### src/rtl/ad9767_dds_if.sv
// Settings bus from the register block plus the AD9767 pin group, seen from the DDS.
// The master side drives settings and observes the DAC pins; the slave is the DDS.
interface ad9767_dds_if #(
  parameter int PHASE_W = 24,
  parameter int DATA_W  = 14
);
  logic               i_en;
  logic               i_load;
  logic               i_sync;
  logic [PHASE_W-1:0] i_ftw0;
  logic [PHASE_W-1:0] i_ftw1;
  logic [PHASE_W-1:0] i_poff0;
  logic [PHASE_W-1:0] i_poff1;
  logic [7:0]         i_amp0;
  logic [7:0]         i_amp1;
  logic               o_dac_clk;
  logic [DATA_W-1:0]  o_dac_data0;
  logic [DATA_W-1:0]  o_dac_data1;

  modport master (
    output i_en, i_load, i_sync, i_ftw0, i_ftw1, i_poff0, i_poff1, i_amp0, i_amp1,
    input  o_dac_clk, o_dac_data0, o_dac_data1
  );

  modport slave (
    input  i_en, i_load, i_sync, i_ftw0, i_ftw1, i_poff0, i_poff1, i_amp0, i_amp1,
    output o_dac_clk, o_dac_data0, o_dac_data1
  );
endinterface

### src/rtl/ad9767_dds.sv
// Dual-channel DDS for the AD9767: phase accumulators, quarter-wave sine ROM,
// amplitude scaling and a divided DAC sample clock.
module ad9767_dds #(
  parameter int DAC_DIV  = 64,
  parameter int PHASE_W  = 24,
  parameter int LUT_AW   = 8,
  parameter int DATA_W   = 14,
  parameter     LUT_FILE = "sine_qw.hex"
) (
  input  logic            i_clk,
  input  logic            i_rst_n,
  ad9767_dds_if.slave     bus
);

  localparam int CNT_W = $clog2(DAC_DIV);
  localparam int P_W   = LUT_AW + 2;
  localparam int M_W   = DATA_W - 1;
  localparam int PR_W  = DATA_W + 10;
  localparam logic [CNT_W-1:0]  STB_CNT  = CNT_W'(DAC_DIV / 4);
  localparam logic [CNT_W-1:0]  HALF_CNT = CNT_W'(DAC_DIV / 2);
  localparam logic [CNT_W-1:0]  LAST_CNT = CNT_W'(DAC_DIV - 1);
  localparam logic [DATA_W-1:0] MIDSCALE = {1'b1, {(DATA_W-1){1'b0}}};

  // Fixed-point constants for elaborating the ROM (Q48).
  localparam logic signed [127:0] PI_Q48   = 128'sd884279719003555;
  localparam logic signed [127:0] HALF_Q48 = 128'sd140737488355328;

  // ROM contents are computed at elaboration with a Q48 Taylor series, so the
  // table always matches LUT_AW/DATA_W; LUT_FILE names the equivalent image.
  function automatic logic [M_W-1:0] sine_entry(input int k);
    logic signed [127:0] x;
    logic signed [127:0] x2;
    logic signed [127:0] term;
    logic signed [127:0] sum;
    logic signed [127:0] r;
    x    = (PI_Q48 * 128'(2 * k + 1)) >>> (LUT_AW + 2);
    x2   = (x * x) >>> 48;
    term = x;
    sum  = x;
    for (int n = 1; n <= 12; n++) begin
      term = (-((term * x2) >>> 48)) / 128'((2 * n) * (2 * n + 1));
      sum  = sum + term;
    end
    r = (sum * 128'((1 << M_W) - 1) + HALF_Q48) >>> 48;
    return r[M_W-1:0];
  endfunction

  function automatic logic [DATA_W-1:0] scale_sample(input logic [M_W-1:0] mag,
                                                     input logic neg,
                                                     input logic [7:0] amp);
    logic signed [DATA_W:0] s;
    logic signed [PR_W-1:0] prod;
    logic signed [PR_W-1:0] shifted;
    s       = neg ? -$signed({2'b00, mag}) : $signed({2'b00, mag});
    prod    = PR_W'(s) * PR_W'($signed({1'b0, amp}));
    shifted = prod >>> 8;
    return MIDSCALE + shifted[DATA_W-1:0];
  endfunction

  logic [M_W-1:0] w_rom [2**LUT_AW];
  for (genvar k = 0; k < 2**LUT_AW; k++) begin : g_rom
    localparam logic [M_W-1:0] ENTRY = sine_entry(k);
    assign w_rom[k] = ENTRY;
  end

  logic [CNT_W-1:0]   r_cnt;
  logic [CNT_W-1:0]   w_cnt_nxt;
  logic               w_stb;
  logic               r_dac_clk;
  logic               r_sync_pend;
  logic               w_sync_now;
  logic [PHASE_W-1:0] w_ftw_in  [2];
  logic [PHASE_W-1:0] w_poff_in [2];
  logic [7:0]         w_amp_in  [2];
  logic [PHASE_W-1:0] r_ftw_sh  [2];
  logic [PHASE_W-1:0] r_poff_sh [2];
  logic [7:0]         r_amp_sh  [2];
  logic [PHASE_W-1:0] w_ftw_eff [2];
  logic [PHASE_W-1:0] w_poff_eff[2];
  logic [7:0]         w_amp_eff [2];
  logic [7:0]         r_amp_act [2];
  logic [PHASE_W-1:0] r_acc     [2];
  logic [PHASE_W-1:0] w_acc_nxt [2];
  logic [P_W-1:0]     r_phase_p1[2];
  logic               r_vld_p1;
  logic               r_stb_p1;
  logic [LUT_AW-1:0]  w_idx     [2];
  logic [M_W-1:0]     r_mag_p2  [2];
  logic               r_neg_p2  [2];
  logic               r_vld_p2;
  logic               r_stb_p2;
  logic [DATA_W-1:0]  r_data    [2];

  assign w_ftw_in[0]  = bus.i_ftw0;
  assign w_ftw_in[1]  = bus.i_ftw1;
  assign w_poff_in[0] = bus.i_poff0;
  assign w_poff_in[1] = bus.i_poff1;
  assign w_amp_in[0]  = bus.i_amp0;
  assign w_amp_in[1]  = bus.i_amp1;

  assign w_cnt_nxt = (r_cnt == LAST_CNT) ? '0 : r_cnt + 1'b1;
  assign w_stb     = (r_cnt == STB_CNT);

  // A load or sync arriving on the strobe cycle itself is honoured on that strobe.
  always_comb begin
    w_sync_now = r_sync_pend | bus.i_sync;
    for (int c = 0; c < 2; c++) begin
      w_ftw_eff[c]  = bus.i_load ? w_ftw_in[c]  : r_ftw_sh[c];
      w_poff_eff[c] = bus.i_load ? w_poff_in[c] : r_poff_sh[c];
      w_amp_eff[c]  = bus.i_load ? w_amp_in[c]  : r_amp_sh[c];
      if (w_sync_now) begin
        w_acc_nxt[c] = w_poff_eff[c];
      end else if (bus.i_en) begin
        w_acc_nxt[c] = r_acc[c] + w_ftw_eff[c];
      end else begin
        w_acc_nxt[c] = r_acc[c];
      end
      w_idx[c] = r_phase_p1[c][LUT_AW] ? ~r_phase_p1[c][LUT_AW-1:0]
                                       : r_phase_p1[c][LUT_AW-1:0];
    end
  end

  always_ff @(posedge i_clk) begin
    if (!i_rst_n) begin
      r_cnt       <= '0;
      r_dac_clk   <= 1'b0;
      r_sync_pend <= 1'b0;
      r_vld_p1    <= 1'b0;
      r_stb_p1    <= 1'b0;
      r_vld_p2    <= 1'b0;
      r_stb_p2    <= 1'b0;
      for (int c = 0; c < 2; c++) begin
        r_ftw_sh[c]   <= '0;
        r_poff_sh[c]  <= '0;
        r_amp_sh[c]   <= '0;
        r_amp_act[c]  <= '0;
        r_acc[c]      <= '0;
        r_phase_p1[c] <= '0;
        r_mag_p2[c]   <= '0;
        r_neg_p2[c]   <= 1'b0;
        r_data[c]     <= MIDSCALE;
      end
    end else begin
      r_cnt     <= w_cnt_nxt;
      r_dac_clk <= (w_cnt_nxt >= HALF_CNT);
      r_stb_p1  <= w_stb;
      r_stb_p2  <= r_stb_p1;
      for (int c = 0; c < 2; c++) begin
        r_ftw_sh[c]  <= w_ftw_eff[c];
        r_poff_sh[c] <= w_poff_eff[c];
        r_amp_sh[c]  <= w_amp_eff[c];
      end

      // p1: sample strobe -- advance phase, latch settings, grab ROM address bits
      if (w_stb) begin
        r_sync_pend <= 1'b0;
        r_vld_p1    <= bus.i_en;
        for (int c = 0; c < 2; c++) begin
          r_amp_act[c]  <= w_amp_eff[c];
          r_acc[c]      <= w_acc_nxt[c];
          r_phase_p1[c] <= w_acc_nxt[c][PHASE_W-1 -: P_W];
        end
      end else begin
        r_sync_pend <= w_sync_now;
      end

      // p2: quarter-wave ROM lookup
      if (r_stb_p1) begin
        r_vld_p2 <= r_vld_p1;
        for (int c = 0; c < 2; c++) begin
          r_mag_p2[c] <= w_rom[w_idx[c]];
          r_neg_p2[c] <= r_phase_p1[c][P_W-1];
        end
      end

      // p3: sign, amplitude scale and offset to straight binary
      if (r_stb_p2) begin
        for (int c = 0; c < 2; c++) begin
          r_data[c] <= r_vld_p2 ? scale_sample(r_mag_p2[c], r_neg_p2[c], r_amp_act[c])
                                : MIDSCALE;
        end
      end
    end
  end

  assign bus.o_dac_clk   = r_dac_clk;
  assign bus.o_dac_data0 = r_data[0];
  assign bus.o_dac_data1 = r_data[1];

endmodule

### src/flat_wrapper.sv
// flat-port wrapper written by rule: the top's interface ports become plain ports
module ad9767_dds_flat 
#(
  parameter int DAC_DIV  = 64,
  parameter int PHASE_W  = 24,
  parameter int LUT_AW   = 8,
  parameter int DATA_W   = 14,
  parameter     LUT_FILE = "           "
)
  (i_clk, i_rst_n, bus_i_en, bus_i_load, bus_i_sync, bus_i_ftw0, bus_i_ftw1, bus_i_poff0, bus_i_poff1, bus_i_amp0, bus_i_amp1, bus_o_dac_clk, bus_o_dac_data0, bus_o_dac_data1);
  ad9767_dds_if #(.PHASE_W(PHASE_W), .DATA_W(DATA_W)) bus_i ();
  input  logic i_clk;
  input  logic i_rst_n;
  input wire logic [$bits(bus_i.i_en)-1:0] bus_i_en;
  input wire logic [$bits(bus_i.i_load)-1:0] bus_i_load;
  input wire logic [$bits(bus_i.i_sync)-1:0] bus_i_sync;
  input wire logic [$bits(bus_i.i_ftw0)-1:0] bus_i_ftw0;
  input wire logic [$bits(bus_i.i_ftw1)-1:0] bus_i_ftw1;
  input wire logic [$bits(bus_i.i_poff0)-1:0] bus_i_poff0;
  input wire logic [$bits(bus_i.i_poff1)-1:0] bus_i_poff1;
  input wire logic [$bits(bus_i.i_amp0)-1:0] bus_i_amp0;
  input wire logic [$bits(bus_i.i_amp1)-1:0] bus_i_amp1;
  output wire logic [$bits(bus_i.o_dac_clk)-1:0] bus_o_dac_clk;
  output wire logic [$bits(bus_i.o_dac_data0)-1:0] bus_o_dac_data0;
  output wire logic [$bits(bus_i.o_dac_data1)-1:0] bus_o_dac_data1;
  assign bus_i.i_en = bus_i_en;
  assign bus_i.i_load = bus_i_load;
  assign bus_i.i_sync = bus_i_sync;
  assign bus_i.i_ftw0 = bus_i_ftw0;
  assign bus_i.i_ftw1 = bus_i_ftw1;
  assign bus_i.i_poff0 = bus_i_poff0;
  assign bus_i.i_poff1 = bus_i_poff1;
  assign bus_i.i_amp0 = bus_i_amp0;
  assign bus_i.i_amp1 = bus_i_amp1;
  assign bus_o_dac_clk = bus_i.o_dac_clk;
  assign bus_o_dac_data0 = bus_i.o_dac_data0;
  assign bus_o_dac_data1 = bus_i.o_dac_data1;
  ad9767_dds #(.DAC_DIV(DAC_DIV), .PHASE_W(PHASE_W), .LUT_AW(LUT_AW), .DATA_W(DATA_W), .LUT_FILE(LUT_FILE)) u_core (.i_clk(i_clk), .i_rst_n(i_rst_n), .bus(bus_i));
endmodule
### config.mk
export PLATFORM = sky130hd
export DESIGN_NAME = ad9767_dds_flat
export DESIGN_NICKNAME = d
export VERILOG_FILES = /design/src/rtl/ad9767_dds_if.sv /design/src/rtl/ad9767_dds.sv /design/src/flat_wrapper.sv
export SDC_FILE = /design/constraint.sdc
export NUM_CORES = 1
export LEC_CHECK = 0
export ABC_AREA = 0
export CAP_MARGIN = 20
export CORE_ASPECT_RATIO = 1.2
export CORE_MARGIN = 2
export CORE_UTILIZATION = 30
export DETAILED_ROUTE_END_ITERATION = 8
export PLACE_DENSITY = 0.45
export SLEW_MARGIN = 0
export SYNTH_ARGS = -nofsm -noshare
export SYNTH_HDL_FRONTEND = slang
export SYNTH_SLANG_ARGS = --single-unit
### constraint.sdc
create_clock -name i_clk -period 9.94 [get_ports i_clk]
set_input_delay 0.994 -clock i_clk [delete_from_list [all_inputs] [get_ports i_clk]]
set_output_delay 0.994 -clock i_clk [all_outputs]
set_load 0.05 [all_outputs]
# Word-level counts from Yosys, hierarchy flattened
# Memories as Yosys holds them, arrays and structs flattened.
# Index checks and enable logic that the tools add are counted.
[word_totals]
ff_bits = 12
mem_bits_rw = 252
mem_bits_ro = 6656
input_bits = 117
out_inout_bits = 29
wordCells = 107
memories = 11
[classes]
n_addsub = 7
n_mul = 2
magnitude_cmp = 3
n_eq_ne = 2
n_mux = 50
n_bitwise = 24
n_reduce_logical = 1
[mem_list]
columns = ["memory", "words", "word_bits", "rd", "rd_ports_with_merged_regs", "wr", "line", "text"]
rows = [
  ["(name not given)", 256, 13, 1, 0, 0, "ad9767_dds.sv:171", "r_mag_p2[c] <= w_rom[w_idx[c]];"],
  ["(name not given)", 256, 13, 1, 0, 0, "ad9767_dds.sv:171", ""],
  ["u_core.r_acc", 2, 24, 2, 0, 2, "ad9767_dds.sv:82", "logic [PHASE_W-1:0] r_acc [2];"],
  ["u_core.r_ftw_sh", 2, 24, 2, 0, 2, "ad9767_dds.sv:75", "logic [PHASE_W-1:0] r_ftw_sh [2];"],
  ["u_core.r_poff_sh", 2, 24, 2, 0, 2, "ad9767_dds.sv:76", "logic [PHASE_W-1:0] r_poff_sh [2];"],
  ["u_core.r_data", 2, 14, 2, 0, 2, "ad9767_dds.sv:92", "logic [DATA_W-1:0] r_data [2];"],
  ["5 more memories", "--", "--", "--", "--", "--", "--", ""],
]
[ops]
columns = ["operator", "count"]
rows = [
  ["$mux W24", 14],
  ["$mux W13", 6],
  ["$mux W8", 8],
  ["$mux W14", 4],
  ["$add A24 B24 Y24", 2],
  ["$mul A15 B9 Y22", 2],
  ["$mux W15", 2],
  ["$neg A13 Y15", 2],
  ["$add A14 B14 Y14 const A", 2],
  ["$mux W10", 2],
  ["$or A1 B1 Y1", 19],
  ["$ge A9 B9 Y1 const B", 2],
  ["$not A8 Y9", 2],
  ["$not A8 Y8", 2],
  ["$mux W1", 13],
  ["$add A6 B1 Y6 const B", 1],
  ["$eq A6 B5 Y1 const B", 1],
  ["$eq A6 B6 Y1 const B", 1],
  ["$ge A6 B6 Y1 const B", 1],
  ["$mux W6", 1],
  ["$reduce_or A2 Y1", 1],
  ["$not A1 Y1", 1],
]

# Depth between registers and ports, before layout
# Gate-level depths: netlist of run 1.
# An unclocked memory read counts as a cell.
[logic_depth]
ltp_word = 8
mapped_depth = 24
depth_no_buf = 24

# Worst setup path before layout of run 1
# OpenSTA, ideal clock, no wires.
[synth_path]
kind = "flip-flop to flip-flop"
startpoint = "memory u_core.r_mag_p2[0][18] in the netlist's numbering"
endpoint = "memory u_core.r_data[1][12], in the netlist u_core.r_data[0][26], data pin"
setup_time_ns = 0.255
arrival_time_ns = 5.801
required_time_ns = 9.685
setup_slack_ns = 3.883
path_stages_with_launch = 22
path_buffers = 0
period_less_slack_ns = 6.057
path_cell_list = "edfxtp_1 or4_1 or3_1 o31ai_1 xnor2_1 nand2_1 fa_1 inv_1 fa_1 fa_1 inv_1 fa_1 inv_1 ha_1 a21o_1 a21o_1 a21oi_1 o21a_1 o21ai_2 a21o_1 a211o_1 and3_1"
[synth_lines]
columns = ["item", "line", "text"]
rows = [
  ["start, declared", "ad9767_dds.sv:88", "logic [M_W-1:0] r_mag_p2 [2];"],
  ["end, declared", "ad9767_dds.sv:92", ""],
]

==> results.sh, run 1 <==
export IMPL_syn_area_per_cell_um2=8.013
export IMPL_total_power_w=0.003840
export IMPL_hold_path_depth=1
export IMPL_clock_latency_ns=0.62
export IMPL_detail_route_wl_per_cell_um=19.79
export IMPL_r2r_start="u_core.r_mag_p2[0][18]"
export IMPL_synth_enable_flop_cells=120
export IMPL_cts_resized=0
export IMPL_finalSetupViolCount=0
export IMPL_placed_area_um2=30280
export IMPL_startpoint_type="flop"
export IMPL_nets=3918
export IMPL_worst_path_most_repeated_cell="fa_1"
export IMPL_min_from="u_core.r_cnt[0]"
export IMPL_drc_errors=0
export IMPL_clk_path_buf_depth=3
export IMPL_hold_path_end="u_core.r_cnt[0]"
export IMPL_hold_path_class="reg2reg"
export IMPL_root_buffer="clkbuf_16"
export IMPL_synthDistinctLibCells=92
export IMPL_die_area_um2=95310
export IMPL_cp_buffers_inverters=3
export IMPL_ctsHoldBuffers=0
export IMPL_rows=122
export IMPL_cts_sinks=243
export IMPL_fmax_mhz=155.6
export IMPL_first_global_vias=25635
export IMPL_postCtsSetupRepairBufs=0
export IMPL_crit_family="adder cells"
export IMPL_ant_nets=0
export IMPL_gr_usage_all_layers_pct=19.46
export IMPL_arrival_ns=6.76
export IMPL_setup_worst_path_end_class="flop"
export IMPL_dpl_hpwl_um=66970
export IMPL_vias=25527
export IMPL_async_flop_share_pct=0
export IMPL_powerDensity_nw_per_um2=122.8
export IMPL_crit_chain="or4_1 > or3_1 > o31ai_1 > xnor2_1 > nand2_1 > fa_1 > inv_1 > fa_1 > fa_1 > inv_1 > fa_1 > inv_1 > ha_1 > a21o_1 > a21o_1 > a21oi_1 > o21a_1 > o21ai_2 > a21o_1 > a211o_1 > and3_1"
export IMPL_h_tree_depth=1
export IMPL_design_area_um2=31260
export IMPL_vias_per_cell=5.397
export IMPL_grt_overflow=0
export IMPL_cpPeakStageDelay_ns=0.58
export IMPL_worst_pin_slew_ns=1.100
export IMPL_io_pins=146
export IMPL_syn_area_um2=27850
export IMPL_yosysWarnings=0
export IMPL_synth_cells=3476
export IMPL_period_needed_ns=6.426
export IMPL_vdd_drop_max_uv=126.0
export IMPL_final_max_slew_viol_count=0
export IMPL_grt_pass1_wl_um=148300
export IMPL_seq_area_frac_synth_pct=21.78
export IMPL_die_x_um=282.2
export IMPL_syn_nets=3931
export IMPL_regToRegSetupSlack_ns=3.51
export IMPL_wirelength_um=93620
export IMPL_drv_cap=0
export IMPL_fin_crit_sh_pct=64.65
export IMPL_crit_type="reg2reg"
export IMPL_required_ns=10.28
export IMPL_drtIter0Drc=2081
export IMPL_drive_gt1_share_pct=6.021
export IMPL_crit_path_max_fanout=8
export IMPL_antenna_found_initial=10
export IMPL_die_y_um=337.8
export IMPL_fin_cells=4730
export IMPL_rsz0062_at_grt="no"
export IMPL_cts_tree="done"
export IMPL_dp_cells=4669
export IMPL_finalSetupTns_ns=0
export IMPL_start_util_pct=30.21
export IMPL_dr_pass1_iters=6
export IMPL_status="complete, no violations"
export IMPL_clk_pin_slew_ns=0.06
export IMPL_gp_congestion=0.9217
export IMPL_hold_violations=0
export IMPL_reg2regPathDepth=21
export IMPL_port_buffers=145
export IMPL_syn_to_final_growth_pct=12.22
export IMPL_slowest_stage="or4_1"
export IMPL_leakage_nw=12.85
export IMPL_synthFlopType="dfxtp_1"
export IMPL_grt_max_degree=75
export IMPL_cts_buffers=31
export IMPL_slew_limit_headroom_pct=26.41
export IMPL_ys_seq_elements=243
export IMPL_finClkSkew_ns=0.04044
export IMPL_core_um2=92200
export IMPL_timing_rr_end="u_core.r_data[0][26]"
export IMPL_fill_cells=9919
[placed cells by master (no fill, tap or decap), drive strengths merged, types with 43 or more instances in the layout]
cell type	Yosys	routed
nor2	368	368
nand2	358	358
inv	303	305
a21oi	270	270
o21ai	205	205
fa	182	182
ha	156	156
and2	149	149
clkdlybuf4s50	0	143
dfxtp	123	123
edfxtp	120	120
nor3	97	97
xnor2	79	79
mux2i	73	73
a211oi	69	69
buf	93	61
a31oi	50	50
mux2	49	49
clkbuf	158	47
nand3	44	44
xor2	44	44
o211ai	43	43
[cell type report]
type	count	area [um^2]	area share, %
Timing Repair Buffer	205	1903	6.088
Clock inverter	11	85.08	0.2722
Inverter	303	1139	3.643
Tap cell	1240	1551	4.964
Sequential cell	243	6066	19.41
Clock buffer	47	875.8	2.802
Multi-Input combinational cell	2679	19630	62.81
Antenna cell	2	5.005	0.01601
[through the flow]
step                setup slack [ns]  utilization [%]  hold WS [ns]
floorplan                      3.883                -        0.4297
global placement               3.525            32.84        0.4531
detailed placement             3.505            32.84        0.4574
CTS                            3.478            33.88        0.4781
global route                   3.072            33.90        0.5115
finish                         3.514            33.90        0.4733
[power by group]
part | switching [W] | leakage (nW) | internal (W)
Clock | 0.000466 | 0.476 | 0.000610
Sequential | 0.0000326 | 2.25 | 0.00109
Combinational | 0.000992 | 10.1 | 0.000645
[per-layer routing]
| metal | global-route usage [%] | share of wire (%) | vias up |
|---|---|---|---|
| met5 | 0 | 0.11 | - |
| met4 | 6.653 | 3.6 | 16 |
| met3 | 3.487 | 6.9 | 212 |
| met2 | 32.55 | 46 | 970 |
| met1 | 25.18 | 43 | 12194 |
| li1 | - | - | 12135 |
[worst register-to-register path, stage by stage (launching register included)]
cell	delay (ns)
edfxtp_1	0.44
or4_1	0.58
or3_1	0.41
o31ai_1	0.25
xnor2_1	0.32
nand2_1	0.17
fa_1	0.57
inv_1	0.06
fa_1	0.48
fa_1	0.54
inv_1	0.05
fa_1	0.47
inv_1	0.04
ha_1	0.33
a21o_1	0.18
a21o_1	0.19
a21oi_1	0.18
o21a_1	0.18
o21ai_2	0.10
a21o_1	0.21
a211o_1	0.28
and3_1	0.16
[cells in the mapped netlist, drive strengths merged (43+ instances only)]
library cell / n / share of area (%)
o21ai: 205 / 3.7
buf: 93 / 1.9
xnor2: 79 / 2.6
ha: 156 / 7.0
mux2: 49 / 2.0
and2: 149 / 3.3
edfxtp: 120 / 13
nand3: 44 / 0.79
fa: 182 / 13
nor2: 368 / 5.0
inv: 303 / 4.1
mux2i: 73 / 2.6
a21oi: 270 / 4.9
clkbuf: 158 / 2.1
nand2: 358 / 4.8
a31oi: 50 / 1.1
nor3: 97 / 1.7
dfxtp: 123 / 8.8
a211oi: 69 / 1.9
o211ai: 43 / 1.2
xor2: 44 / 1.8
[cells by family after synthesis]
family                     after synthesis  share of synthesized area (%)
buffers and inverters                  554                          8.095
DFF                                    243                          21.78
muxes                                  126                          4.928
xor gates and xnor gates               123                          4.339
adders and majority gates              338                          20.09
and+or+nand+nor                       1142                          18.72
AOI/OAI and AO/OA                      950                          22.05
[flip-flops by register name, summed over array words and instances, names as in the netlist]
register / flops
u_core.r_amp_act: 16
u_core.r_mag_p2: 26
u_core.r_vld_p1: 1
u_core.r_amp_sh: 16
u_core.r_stb_p1: 1
u_core.r_acc: 48
u_core.r_stb_p2: 1
u_core.r_poff_sh: 48
u_core.r_neg_p2: 2
u_core.r_ftw_sh: 48
u_core.r_sync_pend: 1
u_core.r_cnt: 6
u_core.r_vld_p2: 1
u_core.r_data: 28
[worst max-delay path by stage]
stage	endpoint	slack, ns	cells after the start	start
4_1_cts	u_core.r_data[0][26]	3.48	21	u_core.r_mag_p2[0][18]
2_1_floorplan	u_core.r_data[0][26]	3.88	21	u_core.r_mag_p2[0][18]
3_5_place_dp	u_core.r_data[0][26]	3.50	21	u_core.r_mag_p2[0][18]
3_3_place_gp	u_core.r_data[0][26]	3.53	21	u_core.r_mag_p2[0][18]
5_1_grt	u_core.r_data[0][26]	3.07	20	u_core.r_mag_p2[0][18]
6_report	u_core.r_data[0][26]	3.51	21	u_core.r_mag_p2[0][18]
No activity file was read; power rests on OpenSTA's default activity.
==> run 2, diff against run 1 <==
- PLACE_DENSITY: 0.45 -> 0.46
- clock period: 9.94 -> 5.3 ns (I/O delays scaled with it)
==> run 2 against run 1 <==
Effect of this change:
- the flow now finishes with violations (setup timing)
- clock power is 120% higher
- global-route usage is 0.76 points higher
- via count is 3.4% higher
- combinational power is 130% higher
- cell area is 7.6% higher
- clock-buffer cell count is 2 higher
- hold slack worse by 0.0035 ns
- non-clock buffer count is 201 higher
- fmax is 11% higher
- core utilization is 2.6 points higher
- critical endpoint unchanged
- largest cell class unchanged
==> results.sh, run 2 (synthesis results as in run 1) <==
export IMPL_status="finished with violations"
export IMPL_failed_checks="setup timing"
export IMPL_vias_per_cell=5.353
export IMPL_ctsHoldBuffers=0
export IMPL_grt_pass1_wl_um=153300
export IMPL_startpoint_type="flop"
export IMPL_finClkSkew_ns=0.03741
export IMPL_total_power_w=0.008234
export IMPL_start_util_pct=30.21
export IMPL_clk_pin_slew_ns=0.06
export IMPL_fmax_mhz=172.7
export IMPL_slowest_stage="or4_4"
export IMPL_nets=4122
export IMPL_period_needed_ns=5.792
export IMPL_ant_nets=0
export IMPL_gr_usage_all_layers_pct=20.21
export IMPL_io_pins=146
export IMPL_wirelength_um=97090
export IMPL_design_area_um2=33640
export IMPL_h_tree_depth=2
export IMPL_cp_endpoint="u_core.r_data[0][26]"
export IMPL_rsz0062_at_grt="yes"
export IMPL_dp_cells=4843
export IMPL_clk_path_buf_depth=3
export IMPL_cts_buffers=34
export IMPL_grt_overflow=0
export IMPL_cpPeakStageDelay_ns=0.56
export IMPL_fin_crit_sh_pct=109.3
export IMPL_r2r_start="u_core.r_mag_p2[0][18]"
export IMPL_die_y_um=337.8
export IMPL_hold_path_depth=3
export IMPL_syn_to_final_growth_pct=20.79
export IMPL_drc_errors=0
export IMPL_cts_tree="done"
export IMPL_worst_pin_slew_ns=1.016
export IMPL_drive_gt1_share_pct=13.87
export IMPL_timing_rr_end="u_core.r_data[0][26]"
export IMPL_crit_start="u_core.r_mag_p2[0][18]"
export IMPL_grt_max_degree=75
export IMPL_powerDensity_nw_per_um2=244.8
export IMPL_setup_worst_path_end_class="flop"
export IMPL_clock_latency_ns=0.56
export IMPL_dpl_hpwl_um=72200
export IMPL_reg_top3="u_core.r_acc x48, u_core.r_ftw_sh x48, u_core.r_poff_sh x48"
export IMPL_dp_slack_ns=-0.4811
export IMPL_fill_cells=9823
export IMPL_dr_pass1_iters=8
export IMPL_hold_violations=0
export IMPL_die_area_um2=95310
export IMPL_crit_path_max_fanout=7
export IMPL_drv_cap=0
export IMPL_port_buffers=145
export IMPL_crit_chain="or4_4 > or3_4 > o31ai_4 > xnor2_4 > nand2_2 > fa_1 > inv_2 > fa_1 > fa_1 > inv_1 > fa_1 > inv_2 > ha_4 > a21o_1 > a21o_1 > a21oi_2 > o21a_1 > o21ai_2 > a21o_1 > a211o_1 > and3_1"
export IMPL_detail_route_wl_per_cell_um=19.68
export IMPL_vdd_drop_max_uv=194.2
export IMPL_hold_path_class="in2reg"
export IMPL_rows=122
export IMPL_arrival_ns=6.10
export IMPL_cts_sinks=243
export IMPL_gp_congestion=0.9565
export IMPL_drtIter0Drc=2197
export IMPL_vias=26407
export IMPL_finalSetupViolCount=17
export IMPL_antenna_found_initial=7
export IMPL_worst_path_most_repeated_cell="fa_1"
export IMPL_die_x_um=282.2
export IMPL_layout_common_cells="nor2_1 (361), nand2_1 (343), inv_1 (287), a21oi_1 (257), buf_4 (249)"
export IMPL_root_buffer="clkbuf_16"
export IMPL_final_max_slew_viol_count=0
export IMPL_reg2regPathDepth=21
export IMPL_slew_limit_headroom_pct=32.28
export IMPL_core_um2=92200
export IMPL_setup_slack_ns=-0.4921
export IMPL_final_common_cell="nor2_1"
export IMPL_leakage_nw=14.08
export IMPL_crit_type="reg2reg"
export IMPL_placed_area_um2=31750
export IMPL_regToRegSetupSlack_ns=-0.49
export IMPL_fin_cells=4933
export IMPL_required_ns=5.61
export IMPL_first_global_vias=26751
## run 2: worst max-delay path: cells and delay by family, from the launching register on
kind                       cells  cell delay [ns]
and+or+nand+nor                4             1.17
xor gates and xnor gates       1             0.21
DFF                            1             0.38
AOI/OAI and AO/OA              8             1.56
adders and majority gates      5             2.12
buffers and inverters          3             0.13
## run 2: metal layers
layer  vias to the layer above  track usage [%]  share of wire (%)
li1                      12558                -                  -
met1                     12626            25.52                 42
met2                       961            34.13                 47
met3                       250            3.749                6.7
met4                        12            7.666                3.7
met5                         -                0              0.085
## run 2: timing repair
action / 4_1_cts / 5_1_grt
endpoints found under the setup margin: 22 / 26
pin swaps: 68 / 60
setup buffers: 17 / 10
gates resized for setup: 55 / 49
## run 2: layout make-up
class | count | area [um^2] | area share [%]
Timing Repair Buffer | 406 | 3495 | 10.39
Clock buffer | 49 | 967.2 | 2.875
Inverter | 303 | 1139 | 3.384
Multi-Input combinational cell | 2679 | 20250 | 60.19
Clock inverter | 12 | 172.7 | 0.5132
Antenna cell | 1 | 2.502 | 0.007438
Sequential cell | 243 | 6066 | 18.03
Tap cell | 1240 | 1551 | 4.612
## run 2: worst min-delay path by stage
| stage | startpoint | endpoint | slack [ns] |
|---|---|---|---|
| floorplan | u_core.r_cnt[0] | u_core.r_cnt[0] | 0.43 |
| global placement | u_core.r_cnt[0] | u_core.r_cnt[0] | 0.45 |
| detailed placement | u_core.r_cnt[0] | u_core.r_cnt[0] | 0.45 |
| CTS | bus_i_load | u_core.r_poff_sh[0][1] | 0.45 |
| global route | bus_i_load | u_core.r_poff_sh[0][3] | 0.50 |
| finish | bus_i_load | u_core.r_poff_sh[0][1] | 0.47 |
## run 2: stage by stage
| stage | hold WS, ns | setup TNS (ns) | utilization [%] |
|---|---|---|---|
| after global placement | 0.4497 | -5.005 | 34.44 |
| after floorplan | 0.4297 | -1.570 | - |
| after CTS | 0.4478 | -3.536 | 36.09 |
| final | 0.4698 | -4.073 | 36.49 |
| after detailed placement | 0.4529 | -6.308 | 34.44 |
| after global routing | 0.4988 | -10.22 | 36.49 |
## run 2: report_power, final
group	total, W	switching (W)	internal, W
logic	0.00377	0.00210	0.00167
clock network	0.00236	0.000929	0.00143
registers	0.00211	0.0000532	0.00205
total	0.00823	0.00308	0.00516
